[src/rtl/regfile_sb.sv]
// Multi-port register file (two write ports, two read ports) with a per-register
// pending-write scoreboard for hazard detection. Optional bypass: REGFILE_BYPASS_EN.
module regfile_sb #(
   parameter int DATA_W = 64,
   parameter int NREGS  = 15,
   parameter int ADDR_W = 4,
   parameter int CNT_W  = 2
) (
   input  logic                    Clk,
   input  logic                    Reset,
   input  logic [ADDR_W-1:0]       dstE,
   input  logic [DATA_W-1:0]       valE,
   input  logic [ADDR_W-1:0]       dstM,
   input  logic [DATA_W-1:0]       valM,
   input  logic [ADDR_W-1:0]       srcA,
   input  logic [ADDR_W-1:0]       srcB,
   output logic [DATA_W-1:0]       valA,
   output logic [DATA_W-1:0]       valB,
   output logic                    busyA,
   output logic                    busyB,
   input  logic                    Issue,
   input  logic [ADDR_W-1:0]       IssueE,
   input  logic [ADDR_W-1:0]       IssueM,
   output logic                    IssueOk,
   input  logic                    Flush,
   output logic [NREGS*DATA_W-1:0] RegsFlat
);

   localparam logic [ADDR_W-1:0] NREGS_IDX = ADDR_W'(NREGS);
   localparam logic [CNT_W-1:0]  CNT_MAX   = '1;

   logic [DATA_W-1:0] regs_q [NREGS];
   logic [DATA_W-1:0] regs_d [NREGS];
   logic [CNT_W-1:0]  cnt_q  [NREGS];
   logic [CNT_W-1:0]  cnt_d  [NREGS];

   logic             we_e, we_m, ie_v, im_v;
   logic             issue_blocked;
   logic [NREGS-1:0] dec, iss_hit, inc;

   // Issue handshake: decode presents Issue with IssueE/IssueM; the issue is taken
   // on the edge where Issue && IssueOk. IssueOk depends on the current counters and
   // this cycle's write-back indices, so decode holds Issue until it is accepted.
   always_comb begin
      we_e          = dstE < NREGS_IDX;
      we_m          = dstM < NREGS_IDX;
      ie_v          = IssueE < NREGS_IDX;
      im_v          = IssueM < NREGS_IDX;
      dec           = '0;
      iss_hit       = '0;
      inc           = '0;
      issue_blocked = 1'b0;
      for (int i = 0; i < NREGS; i++) begin
         dec[i]     = (we_e && dstE == ADDR_W'(i)) || (we_m && dstM == ADDR_W'(i));
         iss_hit[i] = (ie_v && IssueE == ADDR_W'(i)) || (im_v && IssueM == ADDR_W'(i));
         // A full counter only stalls issue if write-back is not draining it now.
         if (iss_hit[i] && cnt_q[i] == CNT_MAX && !dec[i]) begin
            issue_blocked = 1'b1;
         end
      end
      IssueOk = !(Issue && issue_blocked);
      for (int i = 0; i < NREGS; i++) begin
         inc[i] = Issue && IssueOk && iss_hit[i];
      end
   end

   always_comb begin
      for (int i = 0; i < NREGS; i++) begin
         regs_d[i] = regs_q[i];
         if (we_m && dstM == ADDR_W'(i)) begin
            regs_d[i] = valM;
         end else if (we_e && dstE == ADDR_W'(i)) begin
            regs_d[i] = valE;
         end

         cnt_d[i] = cnt_q[i];
         if (Flush) begin
            cnt_d[i] = '0;
         end else if (inc[i] && !dec[i]) begin
            cnt_d[i] = cnt_q[i] + CNT_W'(1);
         end else if (dec[i] && !inc[i] && cnt_q[i] != '0) begin
            cnt_d[i] = cnt_q[i] - CNT_W'(1);
         end
      end
   end

   always_ff @(posedge Clk) begin
      if (!Reset) begin
         for (int i = 0; i < NREGS; i++) begin
            regs_q[i] <= '0;
            cnt_q[i]  <= '0;
         end
      end else begin
         for (int i = 0; i < NREGS; i++) begin
            regs_q[i] <= regs_d[i];
            cnt_q[i]  <= cnt_d[i];
         end
      end
   end

   always_comb begin
      valA  = '0;
      valB  = '0;
      busyA = 1'b0;
      busyB = 1'b0;
      for (int i = 0; i < NREGS; i++) begin
         if (srcA == ADDR_W'(i)) begin
            valA  = regs_q[i];
            busyA = cnt_q[i] != '0;
         end
         if (srcB == ADDR_W'(i)) begin
            valB  = regs_q[i];
            busyB = cnt_q[i] != '0;
         end
      end
`ifdef REGFILE_BYPASS_EN
      // A matching dst implies a valid dst because srcX is already in range here.
      if (srcA < NREGS_IDX) begin
         if (srcA == dstM) begin
            valA = valM;
         end else if (srcA == dstE) begin
            valA = valE;
         end
         if (srcA == dstM || srcA == dstE) begin
            busyA = 1'b0;
         end
      end
      if (srcB < NREGS_IDX) begin
         if (srcB == dstM) begin
            valB = valM;
         end else if (srcB == dstE) begin
            valB = valE;
         end
         if (srcB == dstM || srcB == dstE) begin
            busyB = 1'b0;
         end
      end
`endif
   end

   always_comb begin
      RegsFlat = '0;
      for (int i = 0; i < NREGS; i++) begin
         RegsFlat[i*DATA_W +: DATA_W] = regs_q[i];
      end
   end

endmodule

[config.mk]
export PLATFORM = sky130hd
export DESIGN_NAME = regfile_sb
export DESIGN_NICKNAME = d
export VERILOG_FILES = /design/src/rtl/regfile_sb.sv
export SDC_FILE = /design/constraint.sdc
export NUM_CORES = 2
export LEC_CHECK = 0
export ABC_CLOCK_PERIOD_IN_PS = 2700
export CAP_MARGIN = 25
export CORE_AREA = 2 2 483 485
export CTS_BUF_LIST = sky130_fd_sc_hd__clkbuf_4 sky130_fd_sc_hd__clkbuf_8 sky130_fd_sc_hd__clkbuf_16
export DETAILED_ROUTE_END_ITERATION = 8
export DIE_AREA = 0 0 485 487
export PLACE_DENSITY = 0.5
export SLEW_MARGIN = 0
export SYNTH_ARGS = -nofsm -noshare
export SYNTH_HDL_FRONTEND = slang
export SYNTH_SLANG_ARGS = --single-unit
[constraint.sdc]
create_clock -name Clk -period 2.7 [get_ports Clk]
set_input_delay 0.27 -clock Clk [delete_from_list [all_inputs] [get_ports Clk]]
set_output_delay 0.27 -clock Clk [all_outputs]
set_load 0.03 [all_outputs]
== Word-level counts from Yosys, hierarchy flattened ==
Memory sizes are Yosys's and may differ from the RTL's.
Index checks and enable logic that the tools add are counted.

* RAM bits: 990
* Flip-flop bits (word level): 0
* Output and inout bits: 1091
* Word-level logic and storage cells: 581
* Memories: 2
* Bits of input ports: 156

* Reductions and logical operators: 234
* Order comparisons: 4
* Add/sub/neg operators: 30
* Mux-type cells: 182
* Equal/unequal tests: 99
* Bitwise logic cells: 30

{| class="wikitable"
|+ Memories
! memory !! depth !! bits a word !! rd ports !! clocked after memory_dff !! wr ports !! line !! source
|-
| regs_q || 15 || 64 || 15 || 0 || 15 || 32 || <nowiki>logic [DATA_W-1:0] regs_q [NREGS];</nowiki>
|-
| cnt_q || 15 || 2 || 15 || 0 || 15 || 34 || <nowiki>logic [CNT_W-1:0] cnt_q [NREGS];</nowiki>
|}

{| class="wikitable"
|+ Operators with widths
! kind !! number
|-
| $mux 64 || 75
|-
| $eq 4x4->1 const B || 42
|-
| $logic_and 1x1->1 || 152
|-
| $mux 2 || 60
|-
| $eq 4x3->1 const B || 24
|-
| $eq 4x2->1 const B || 12
|-
| $mux 1 || 47
|-
| $logic_not 1->1 || 31
|-
| $add 2x1->2 const B || 15
|-
| $eq 2x2->1 const B || 15
|-
| $logic_or 1x1->1 || 30
|-
| $or 1x1->1 || 30
|-
| $reduce_bool 2->1 || 15
|-
| $sub 2x1->2 const B || 15
|-
| $eq 4x1->1 const B || 6
|-
| $logic_not 4->1 || 6
|-
| $lt 4x4->1 const B || 4
|}

== Logic depth before layout (Yosys ltp) ==
* Word-level depth: 31
* Mapped depth: 12
* Gate-level depth less buffers: 7

== Worst setup path before layout ==
OpenSTA, ideal clock, no wires.

* Kind: input to output
* Start point: input dstE[0]
* End point: output IssueOk
* Stages: 8
* Path buffers: 3
* Data required time: 2430 ps
* Setup slack: -484 ps
* Arrival time: 2914 ps
* Cell sequence: clkbuf_1 > nor4b_1 > a2111o_1 > nand4b_1 > nand4bb_1 > buf_2 > buf_4 > o41ai_1

* Word-level cells in the longest chain between the ends: 22
* Elaborated cells on any way between the ends: 93
* Those cells by class: order compare: 1; eq/ne: 14; mux: 15; reduce/logical: 63

{| class="wikitable"
|+ RTL lines
! element !! line !! source
|-
| from (decl) || 11 || <nowiki>input logic [ADDR_W-1:0] dstE,</nowiki>
|-
| $lt 4x4->1 or $logic_not 4->1 (tied branches) || 45, 54 ||
|-
| $logic_and 1x1->1 || 54 || <nowiki>dec[i] = (we_e && dstE == ADDR_W'(i)) || (we_m && dstM == ADDR_W'(i));</nowiki>
|-
| $logic_or 1x1->1 || 54 ||
|-
| $logic_not 1->1 || 57 || <nowiki>if (iss_hit[i] && cnt_q[i] == CNT_MAX && !dec[i]) begin</nowiki>
|-
| $logic_and 1x1->1 || 57 ||
|-
| $mux 1 (14 in series) || 57 ||
|-
| $mux 1 (*) || 57 ||
|-
| $logic_and 1x1->1 (*) || 61 || <nowiki>IssueOk = !(Issue && issue_blocked);</nowiki>
|-
| $logic_not 1->1 (*) || 61 ||
|-
| to (decl) || 24 || <nowiki>output logic IssueOk,</nowiki>
|}

Mark *: on every way between the ends. The rest lies on a longest branch, timed or not.

==> impl_metrics.toml <==
[logic_synthesis]
syn-num-nets = 7537
synth-compound-area-share_pct = 27.2
synth_area_leader_cell = "dfxtp_1"
synth_top_flop_cell = "dfxtp_1"
synth_xor_area_share_pct = 0
ys_async_sr_fraction_pct = 0
syn-cell-area_um2 = 60100
synth_top_cell_area_share_pct = 33.0
synth_cells = 7381
synthAdderAreaFrac_pct = 0
yosys-top-cells-area = "dfxtp_1, mux2i_1, a211oi_1"
muxShareOfSynthArea_pct = 18.2
synth_seq_cells = 990
synth_top_family_by_area = "compound AO/OA/AOI/OAI gates"
synth_cell_type_count = 85
ys.warnings.count = 0
synth_simple_gate_area_share_pct = 15.7
yosysSeqAreaShare_pct = 33.0
synth_area_per_cell_um2 = 8.14
synth_edf_count = 0

[placed_design]
place_area_um2 = 83600
dp.final_hpwl_um = 391000
place_congestion = 1.01
portBuffers = 1246
detailedPlace.worstSlack_ps = -849
numPlacedInstances = 11712

[worst_setup_path]
r2r_slack_ps = 490
required_ps = 2430
reg2reg_to = "cnt_q[0][7]$_SDFFE_PP0P_"
worstSetupStartpointType = "flip-flop"
critPathArrivalTime_ps = 2940
worstPathMaxFanout = 2
path_class = "reg -> out"
r2r_start = "cnt_q[0][29]$_SDFFE_PP0P_"
reg2reg_depth = 8
crit_path_end_kind = "primary output"

[route]
wl_um = 547000
drt_pass1_iterations = 9
ant_nets = 0
wl_per_cell_um = 44.8
drc = 9
vias = 80110
drt_iter0_drc = 13549
viasPerCell = 6.56

[clocking]
cts.clk_slew.worst_paths_ps = 60
clk_latency_ps = 840
root_buffer = "clkbuf_16"
clock_sinks = 990
ctsHoldBuffers = 0
cts_buffers = 132
cts_tree = "yes"
clockBufferDepth = 3
cts_max_level = 4

[hold_path]
hold_depth = 4
hp-start = "dstM[3]"
holdPathEnd = "regs_q[1][318]$_SDFFE_PN0P_"
hp-class = "in -> reg"

[timing]
skew_ps = 11.7
setup_tns_ps = -7690
fin_crit_ps = 3210
finalSetupViolCount = 60
period_share_pct = 119
finalHoldViolations = 0
slew_headroom_pct = 25.5
max_freq_ghz = 0.311
tightest_slew_ps = 1120
rsz0062_at_grt = "yes"
whs_ps = 213
slew_viol_final = 0
setup_ws_ps = -511

[die]
die_w_um = 485
core_area_um2 = 231000
start_util_pct = 25.9
num_rows = 177
design.die.area_um2 = 236000
die_y_um = 487
design.portCount = 1247

[run_status]
status = "finished with violations"
failed_checks = "design-rule violations, negative setup slack"

[cells_and_area]
nets = 9165
regArea_um2 = 20500
fin_area_um2 = 93500
multi_input_area_um2 = 39500
drive_above_1_share_pct = 26.7
syn_to_final_growth_pct = 55.7
fill_cells = 22924
final_cells = 12210

[pwr]
irDropWorstVdd_v = 0.000436
power_leakage_nw = 34.7
power_density_nw_per_um2 = 520

[grt]
grt_max_degree = 134
grt_overflow = 0
grt_pass1_vias = 72430
antenna_found_initial = 84
grt_pass1_wl_um = 707000
grtUsageTotal_pct = 43.8

[run]
maxCapViolations = 0
-- worst max-delay path, cell delays in order, from the launching register on --
cell and delay, ps:
dfxtp_2 330, nor2_2 60, or3_1 300, a21o_1 210, a41oi_2 180, nor3_2 60, o311a_1 320, o311ai_4 430
buf_6 200
-- metal layers --
metal  routed length (um)  global-route usage (%)  vias up
li1                     -                       -    31086
met1               201000                    53.2    39558
met2               225000                    63.2     7573
met3                77300                    17.8     1857
met4                43700                    29.5       36
met5                  239                       0        -
-- logic make-up after synthesis --
| family | after synthesis |
|---|---|
| multiplexers | 997 |
| flip-flops | 990 |
| buffers and inverters | 903 |
| AO/OA/AOI/OAI | 2299 |
| AND/OR/NAND/NOR | 2192 |
-- layout make-up --
type	count	share of cell area, %
antenna	57	0.153
clock buffer	195	4.23
tap	3043	4.07
timing repair buffer	2382	26.7
inverter	15	0.0816
sequential	990	21.9
multi-input combinational	5488	42.3
clock inverter	40	0.526
-- timing repair --
| item | 4_1_cts | 5_1_grt |
|---|---|---|
| pin swaps | 287 | 213 |
| resized for setup | 831 | 312 |
| gates cloned | 2 | 5 |
| setup endpoints to repair | 131 | 128 |
| buffers inserted | 133 | 96 |
-- cell usage after synthesis (26+ instances only) --
cell,count
nand3_1,54
mux4_2,72
a22oi_1,140
buf_2,87
nor2_1,1152
o22ai_1,126
mux2_2,47
dfxtp_1,990
clkbuf_1,708
nor3_1,50
o21ai_0,284
a22o_1,39
mux2i_1,878
o221ai_1,78
o21a_1,28
buf_1,86
a21oi_1,302
a221oi_1,64
a31oi_1,26
a211oi_1,770
a311oi_1,213
nand2b_1,26
a222oi_1,30
nand2_1,692
-- flip-flops by register name (all words and copies together) (netlist names) --
signal,cells
regs_q,960
cnt_q,30
-- through the flow --
step	util (%)	power [W]
floorplan	-	0.0216
global placement	36.1	0.0288
detailed placement	36.1	0.0289
CTS	39.5	0.0478
global route	40.4	0.0492
finish	40.4	0.0487
-- power by group --
| part | switching (W) | internal (W) | total [W] |
|---|---|---|---|
| logic | 0.00827 | 0.00485 | 0.0131 |
| registers | 0.00143 | 0.0153 | 0.0167 |
| clock network | 0.00807 | 0.0107 | 0.0188 |
-- worst max path at each step --
stage	cells after the start	endpoint	slack, ps	startpoint
3_5_place_dp	11	valB[22]	-850	regs_q[0][86]$_SDFFE_PN0P_
4_1_cts	8	busyA	-500	cnt_q[0][7]$_SDFFE_PP0P_
3_3_place_gp	11	valB[22]	-880	regs_q[0][86]$_SDFFE_PN0P_
5_1_grt	8	busyA	-490	cnt_q[0][7]$_SDFFE_PP0P_
2_1_floorplan	8	IssueOk	-100	dstE[0]
6_report	8	busyA	-510	cnt_q[0][7]$_SDFFE_PP0P_
-- cells in the final DEF, fill, tap and decap left out, types with 103 or more instances in the layout --
| cell | n |
|---|---|
| dfxtp_2 | 186 |
| dfxtp_4 | 125 |
| nand2_1 | 652 |
| a211oi_1 | 762 |
| clkdlybuf4s50_1 | 1095 |
| o21ai_0 | 186 |
| a22oi_1 | 114 |
| a21oi_1 | 243 |
| buf_12 | 267 |
| mux2i_1 | 869 |
| dfxtp_1 | 679 |
| o22ai_1 | 103 |
| a311oi_1 | 211 |
| clkbuf_16 | 139 |
| buf_6 | 163 |
| buf_4 | 815 |
| nor2_1 | 1118 |
Power figures use the tool's default switching activity.
